===== src/rtl/ahb_lite_master.sv =====
// AHB-Lite initiator: queues local read/write commands, issues them as pipelined
// single NONSEQ transfers and returns one in-order response per command.
module ahb_lite_master #(
    parameter int unsigned ADDR_WIDTH = 4,
    parameter int unsigned DATA_WIDTH = 16,
    parameter int unsigned FIFO_DEPTH = 4
) (
    input  logic                  clk,
    input  logic                  n_rst,
    input  logic                  cmd_valid,
    output logic                  cmd_ready,
    input  logic                  cmd_write,
    input  logic [ADDR_WIDTH-1:0] cmd_addr,
    input  logic [DATA_WIDTH-1:0] cmd_wdata,
    input  logic                  cmd_size,
    output logic                  rsp_valid,
    output logic [DATA_WIDTH-1:0] rsp_rdata,
    output logic                  rsp_error,
    output logic                  rsp_write,
    output logic                  busy,
    output logic                  hsel,
    output logic [1:0]            htrans,
    output logic [ADDR_WIDTH-1:0] haddr,
    output logic [2:0]            hsize,
    output logic                  hwrite,
    output logic [DATA_WIDTH-1:0] hwdata,
    input  logic [DATA_WIDTH-1:0] hrdata,
    input  logic                  hresp
);

    localparam int unsigned PTR_W  = (FIFO_DEPTH > 1) ? $clog2(FIFO_DEPTH) : 1;
    localparam int unsigned CNT_W  = PTR_W + 1;
    localparam int unsigned HALF_W = DATA_WIDTH / 2;

    typedef struct packed {
        logic                  write;
        logic [ADDR_WIDTH-1:0] addr;
        logic [DATA_WIDTH-1:0] wdata;
        logic                  size;
    } cmd_t;

    cmd_t                  mem_q [FIFO_DEPTH];
    cmd_t                  cmd_in;
    cmd_t                  head;
    logic [PTR_W-1:0]      wr_ptr_q, wr_ptr_d, rd_ptr_q, rd_ptr_d;
    logic [CNT_W-1:0]      count_q, count_d;
    logic                  push, pop, misaligned;

    // Address-phase stage: a_bus marks a real transfer, a_err a local misalignment slot
    logic                  a_valid_q, a_valid_d, a_bus_q, a_bus_d, a_err_q, a_err_d;
    logic                  a_write_q, a_write_d, a_addr0_q, a_addr0_d, a_size_q, a_size_d;
    logic [DATA_WIDTH-1:0] a_wdata_q, a_wdata_d;
    logic [ADDR_WIDTH-1:0] haddr_q, haddr_d;
    logic                  hsize_q, hsize_d, hwrite_q, hwrite_d;

    logic                  d_valid_q, d_valid_d, d_err_q, d_err_d, d_write_q, d_write_d;
    logic                  d_size_q, d_size_d, d_addr0_q, d_addr0_d;
    logic [DATA_WIDTH-1:0] hwdata_q, hwdata_d;

    logic                  rsp_valid_q, rsp_valid_d, rsp_error_q, rsp_error_d;
    logic                  rsp_write_q, rsp_write_d, busy_q, busy_d;
    logic [DATA_WIDTH-1:0] rsp_rdata_q, rsp_rdata_d;

    assign cmd_ready  = (count_q != CNT_W'(FIFO_DEPTH));
    assign push       = cmd_valid && cmd_ready;
    assign pop        = (count_q != '0);
    assign head       = mem_q[rd_ptr_q];
    assign misaligned = head.size && head.addr[0];
    assign cmd_in     = '{write: cmd_write, addr: cmd_addr, wdata: cmd_wdata, size: cmd_size};

    always_comb begin
        wr_ptr_d    = wr_ptr_q;
        rd_ptr_d    = rd_ptr_q;
        count_d     = count_q + CNT_W'(push) - CNT_W'(pop);
        a_valid_d   = 1'b0;
        a_bus_d     = 1'b0;
        a_err_d     = 1'b0;
        a_write_d   = a_write_q;
        a_addr0_d   = a_addr0_q;
        a_size_d    = a_size_q;
        a_wdata_d   = a_wdata_q;
        haddr_d     = haddr_q;
        hsize_d     = hsize_q;
        hwrite_d    = hwrite_q;
        d_valid_d   = a_valid_q;
        d_err_d     = a_err_q;
        d_write_d   = a_write_q;
        d_size_d    = a_size_q;
        d_addr0_d   = a_addr0_q;
        hwdata_d    = '0;
        rsp_valid_d = d_valid_q;
        rsp_error_d = 1'b0;
        rsp_write_d = 1'b0;
        rsp_rdata_d = '0;

        if (push) begin
            wr_ptr_d = wr_ptr_q + PTR_W'(1);
        end

        if (pop) begin
            rd_ptr_d  = rd_ptr_q + PTR_W'(1);
            a_valid_d = 1'b1;
            a_bus_d   = !misaligned;
            a_err_d   = misaligned;
            a_write_d = head.write;
            a_addr0_d = head.addr[0];
            a_size_d  = head.size;
            a_wdata_d = head.wdata;
            if (!misaligned) begin
                haddr_d  = head.addr;
                hsize_d  = head.size;
                hwrite_d = head.write;
            end
        end

        // Byte writes replicate the low byte so the slave picks the lane by address
        if (a_bus_q && a_write_q) begin
            hwdata_d = a_size_q ? a_wdata_q : {2{a_wdata_q[HALF_W-1:0]}};
        end

        if (d_valid_q) begin
            rsp_write_d = d_write_q;
            rsp_error_d = d_err_q || hresp;
            if (!d_err_q && !d_write_q) begin
                if (d_size_q) begin
                    rsp_rdata_d = hrdata;
                end else if (d_addr0_q) begin
                    rsp_rdata_d = {{HALF_W{1'b0}}, hrdata[DATA_WIDTH-1:HALF_W]};
                end else begin
                    rsp_rdata_d = {{HALF_W{1'b0}}, hrdata[HALF_W-1:0]};
                end
            end
        end

        busy_d = (count_d != '0) || a_valid_d || d_valid_d || rsp_valid_d;
    end

    always_ff @(posedge clk) begin
        if (push) begin
            mem_q[wr_ptr_q] <= cmd_in;
        end
    end

    always_ff @(posedge clk or negedge n_rst) begin
        if (!n_rst) begin
            wr_ptr_q    <= '0;
            rd_ptr_q    <= '0;
            count_q     <= '0;
            a_valid_q   <= 1'b0;
            a_bus_q     <= 1'b0;
            a_err_q     <= 1'b0;
            a_write_q   <= 1'b0;
            a_addr0_q   <= 1'b0;
            a_size_q    <= 1'b0;
            a_wdata_q   <= '0;
            haddr_q     <= '0;
            hsize_q     <= 1'b0;
            hwrite_q    <= 1'b0;
            d_valid_q   <= 1'b0;
            d_err_q     <= 1'b0;
            d_write_q   <= 1'b0;
            d_size_q    <= 1'b0;
            d_addr0_q   <= 1'b0;
            hwdata_q    <= '0;
            rsp_valid_q <= 1'b0;
            rsp_error_q <= 1'b0;
            rsp_write_q <= 1'b0;
            rsp_rdata_q <= '0;
            busy_q      <= 1'b0;
        end else begin
            wr_ptr_q    <= wr_ptr_d;
            rd_ptr_q    <= rd_ptr_d;
            count_q     <= count_d;
            a_valid_q   <= a_valid_d;
            a_bus_q     <= a_bus_d;
            a_err_q     <= a_err_d;
            a_write_q   <= a_write_d;
            a_addr0_q   <= a_addr0_d;
            a_size_q    <= a_size_d;
            a_wdata_q   <= a_wdata_d;
            haddr_q     <= haddr_d;
            hsize_q     <= hsize_d;
            hwrite_q    <= hwrite_d;
            d_valid_q   <= d_valid_d;
            d_err_q     <= d_err_d;
            d_write_q   <= d_write_d;
            d_size_q    <= d_size_d;
            d_addr0_q   <= d_addr0_d;
            hwdata_q    <= hwdata_d;
            rsp_valid_q <= rsp_valid_d;
            rsp_error_q <= rsp_error_d;
            rsp_write_q <= rsp_write_d;
            rsp_rdata_q <= rsp_rdata_d;
            busy_q      <= busy_d;
        end
    end

    assign hsel      = a_bus_q;
    assign htrans    = {a_bus_q, 1'b0};
    assign haddr     = haddr_q;
    assign hsize     = {2'b00, hsize_q};
    assign hwrite    = hwrite_q;
    assign hwdata    = hwdata_q;
    assign rsp_valid = rsp_valid_q;
    assign rsp_rdata = rsp_rdata_q;
    assign rsp_error = rsp_error_q;
    assign rsp_write = rsp_write_q;
    assign busy      = busy_q;

endmodule

===== config.mk =====
export PLATFORM = sky130hd
export DESIGN_NAME = ahb_lite_master
export DESIGN_NICKNAME = d
export VERILOG_FILES = /design/src/rtl/ahb_lite_master.sv
export SDC_FILE = /design/constraint.sdc
export NUM_CORES = 1
export LEC_CHECK = 0
export ABC_AREA = 1
export BUFFER_PORTS_ARGS = -buffer_cell sky130_fd_sc_hd__buf_2
export CAP_MARGIN = 20
export CORE_ASPECT_RATIO = 1.5
export CORE_MARGIN = 4
export CORE_UTILIZATION = 50
export CTS_CLUSTER_DIAMETER = 30
export DETAILED_ROUTE_END_ITERATION = 10
export PLACE_DENSITY = 0.74
export SLEW_MARGIN = 30
export SYNTH_ARGS = -nofsm -noshare
export SYNTH_HDL_FRONTEND = slang
export SYNTH_SLANG_ARGS = --single-unit

===== constraint.sdc =====
create_clock -name clk -period 2.2 [get_ports clk]
set_clock_uncertainty 0.1 [all_clocks]
set_input_delay 0.44 -clock clk [delete_from_list [all_inputs] [get_ports clk]]
set_output_delay 0.44 -clock clk [all_outputs]
set_load 0.03 [all_outputs]

==> metrics.yaml <==
first_iter_violations: 164
grt_max_degree: 45
p_per_area_nw_per_um2: 1560
ys_warn_count: 0
antenna-diode-count: 0
vias: 3931
layout.nets: 666
htreeDepth: 4
layoutNonFillerInstCount: 783
cts_buffers: 17
hold_violations: 0
synthCells: 521
crit_fanout: 3
synth_seq_area_share: 0.723
ant_nets: 0
syn_to_final_growth_pct: 19.0
cap_viol_max_count: 0
antenna_found_initial: 0
cts_buffer_depth: 2
drc: 0
grt.overflow.total: 0
mostFrequentLayoutCell: "nor2_1"
path_class: "reg2reg"
p_leak_nw: 3.31
fp.dieW_um: 99.6
cts_tree: "built"
std_cell_rows: 49
end_kind: "flip-flop"
ios: 90
max-vdd-ir-drop_uv: 638
core-area_um2: 12100
fin_setup_tns_ns: 0
synth_edf_count: 88
min_period_ns: 2.11
gp_congestion: 0.867
dr.pass1.iters: 4
die_h_um: 145
slew_viol_final: 0
tightest_slew_ns: 0.528
portBuffers: 86
cts_sinks: 164
mostFrequentLayoutCells: "101 x nor2_1, 88 x edfxtp_1, 85 x buf_2, 76 x dfrtp_1, 59 x nand2_1"
grt_pass1_vias: 4003
slew_headroom: 0.648
async_flop_share: 0.463
syn_avg_cell_area_um2: 12.1
finalSetupViolations: 0
grt_pass1_wl_mm: 19.4
die_area_um2: 14500
mappedNetlistArea_um2: 6290
finalPower_mw: 11.7
drive_gt1_frac: 0.233
hold_path.class: "in2reg"
ys.flop_type: "edfxtp_1"
vias_per_cell: 5.02
max_freq_mhz: 474
grt_usage: 0.172
start_util: 0.518
crit_required_ns: 2.39
path_clk_slew_ns: 0.06
hold_slack_ns: 0.135
routedWlPerCell_um: 15.1
placedCellCount: 750
status: "finished, final reports clean"
yosys_register_bits: 164
wirelength_mm: 11.8
crit_arrival_ns: 2.30
period_share: 0.958
ctsRootBufferMaster: "clkbuf_16"
hpwl_mm: 8.02
cp-start-kind: "flip-flop"
synth.distinct_cells: 29
clk_latency_ns: 0.42
[Yosys cell counts (3+ instances only)]
master / instances / area (um^2)
a211oi_1: 9 / 67.6
buf_2: 11 / 55.1
buf_4: 7 / 52.6
buf_6: 5 / 56.3
dfrtp_1: 76 / 1900
edfxtp_1: 88 / 2640
ha_1: 6 / 75.1
inv_1: 44 / 165
inv_2: 4 / 15.0
nand2_1: 60 / 225
nand2_2: 4 / 25.0
nand3_1: 7 / 35.0
nor2_1: 102 / 383
nor2_2: 3 / 18.8
nor3_1: 7 / 35.0
o211ai_1: 5 / 37.5
o211ai_2: 3 / 37.5
o21ai_0: 14 / 70.1
o21ai_1: 48 / 240
xor2_1: 5 / 43.8
[where the power goes]
part | leakage, nW | internal (mW) | switching (mW)
clock network | 0.275 | 1.78 | 1.13
logic | 1.29 | 1.23 | 2.86
registers | 1.74 | 4.24 | 0.418
total | 3.31 | 7.25 | 4.41
[critical path: stages (launching register included)]
cell	delay, ns
dfrtp_1	0.44
nor2_4	0.13
nand2_2	0.07
ha_1	0.26
inv_1	0.04
ha_1	0.18
fa_1	0.49
nor4_2	0.16
nand3_1	0.12
[final timing paths]
kind                                 startpoint                 endpoint  depth (start not counted)  slack (ns)
max                        count_q[1]$_DFF_PN0_           busy$_DFF_PN0_                          8        0.09
min                                cmd_wdata[5]    mem_q[0][6]$_DFFE_PP_                          1        0.14
max reg2reg                count_q[1]$_DFF_PN0_           busy$_DFF_PN0_                          8        0.09
min reg2reg                   a_err_q$_DFF_PN0_        d_err_q$_DFF_PN0_                          0        0.25
max in group asynchronous                 n_rst  rd_ptr_q[1]$_DFFE_PN0N_                          3        0.99
min in group asynchronous                 n_rst  wr_ptr_q[0]$_DFFE_PN0P_                          2        0.45
[layer usage]
metal  share of wire  GRT usage  vias to the layer above
met2            0.52      0.298                      120
met1            0.39      0.199                     1867
li1                -          -                     1922
met4           0.022     0.0718                        0
met3           0.062     0.0451                       22
met5               0          0                        -
[stage by stage]
stage                     cell area, um^2  utilization  setup slack, ns
final                                7480        0.616           0.0914
after global routing                 7480        0.616          -0.0522
after CTS                            7460        0.615           0.0618
after detailed placement             6860        0.565           0.0857
after global placement               6860        0.565            0.178
after floorplan                      6300            -          0.00500
[cell families (layout without fill, tap and decap cells)]
| kind of cell | count (synthesis) | in the layout | share of synthesized area |
|---|---|---|---|
| other | 1 | 3 | 0.000597 |
| adders and majority gates | 7 | 7 | 0.0151 |
| DFF | 164 | 164 | 0.723 |
| buffers and inverters | 72 | 179 | 0.0553 |
| and+or+nand+nor | 188 | 188 | 0.122 |
| AOI/OAI and AO/OA | 84 | 84 | 0.0768 |
| xor gates and xnor gates | 5 | 5 | 0.00697 |
[state kept, by name, indices dropped and copies added, names as in the netlist, 2 cells and up]
name       count
mem_q         88
a_wdata_q     16
hwdata        16
rsp_rdata     16
haddr          4
count_q        3
rd_ptr_q       2
wr_ptr_q       2
[area by class of cell]
| class | count | area (um^2) |
|---|---|---|
| fillers | 931 | 4660 |
| flip-flops and latches | 164 | 4540 |
| multi-input cells | 287 | 1430 |
| repair buffers | 99 | 546 |
| clock buffers | 19 | 433 |
| well taps | 153 | 191 |
| inverters | 48 | 180 |
| clock inverters | 13 | 159 |
[what timing repair did]
action                                  4_1_cts  5_1_grt
endpoints found under the setup margin        0        1
buffers inserted                              0        0
endpoints found under the hold margin        40        0
gates resized for setup                       0        3
hold buffers                                  1        0
(Power assumes the default switching activity.)
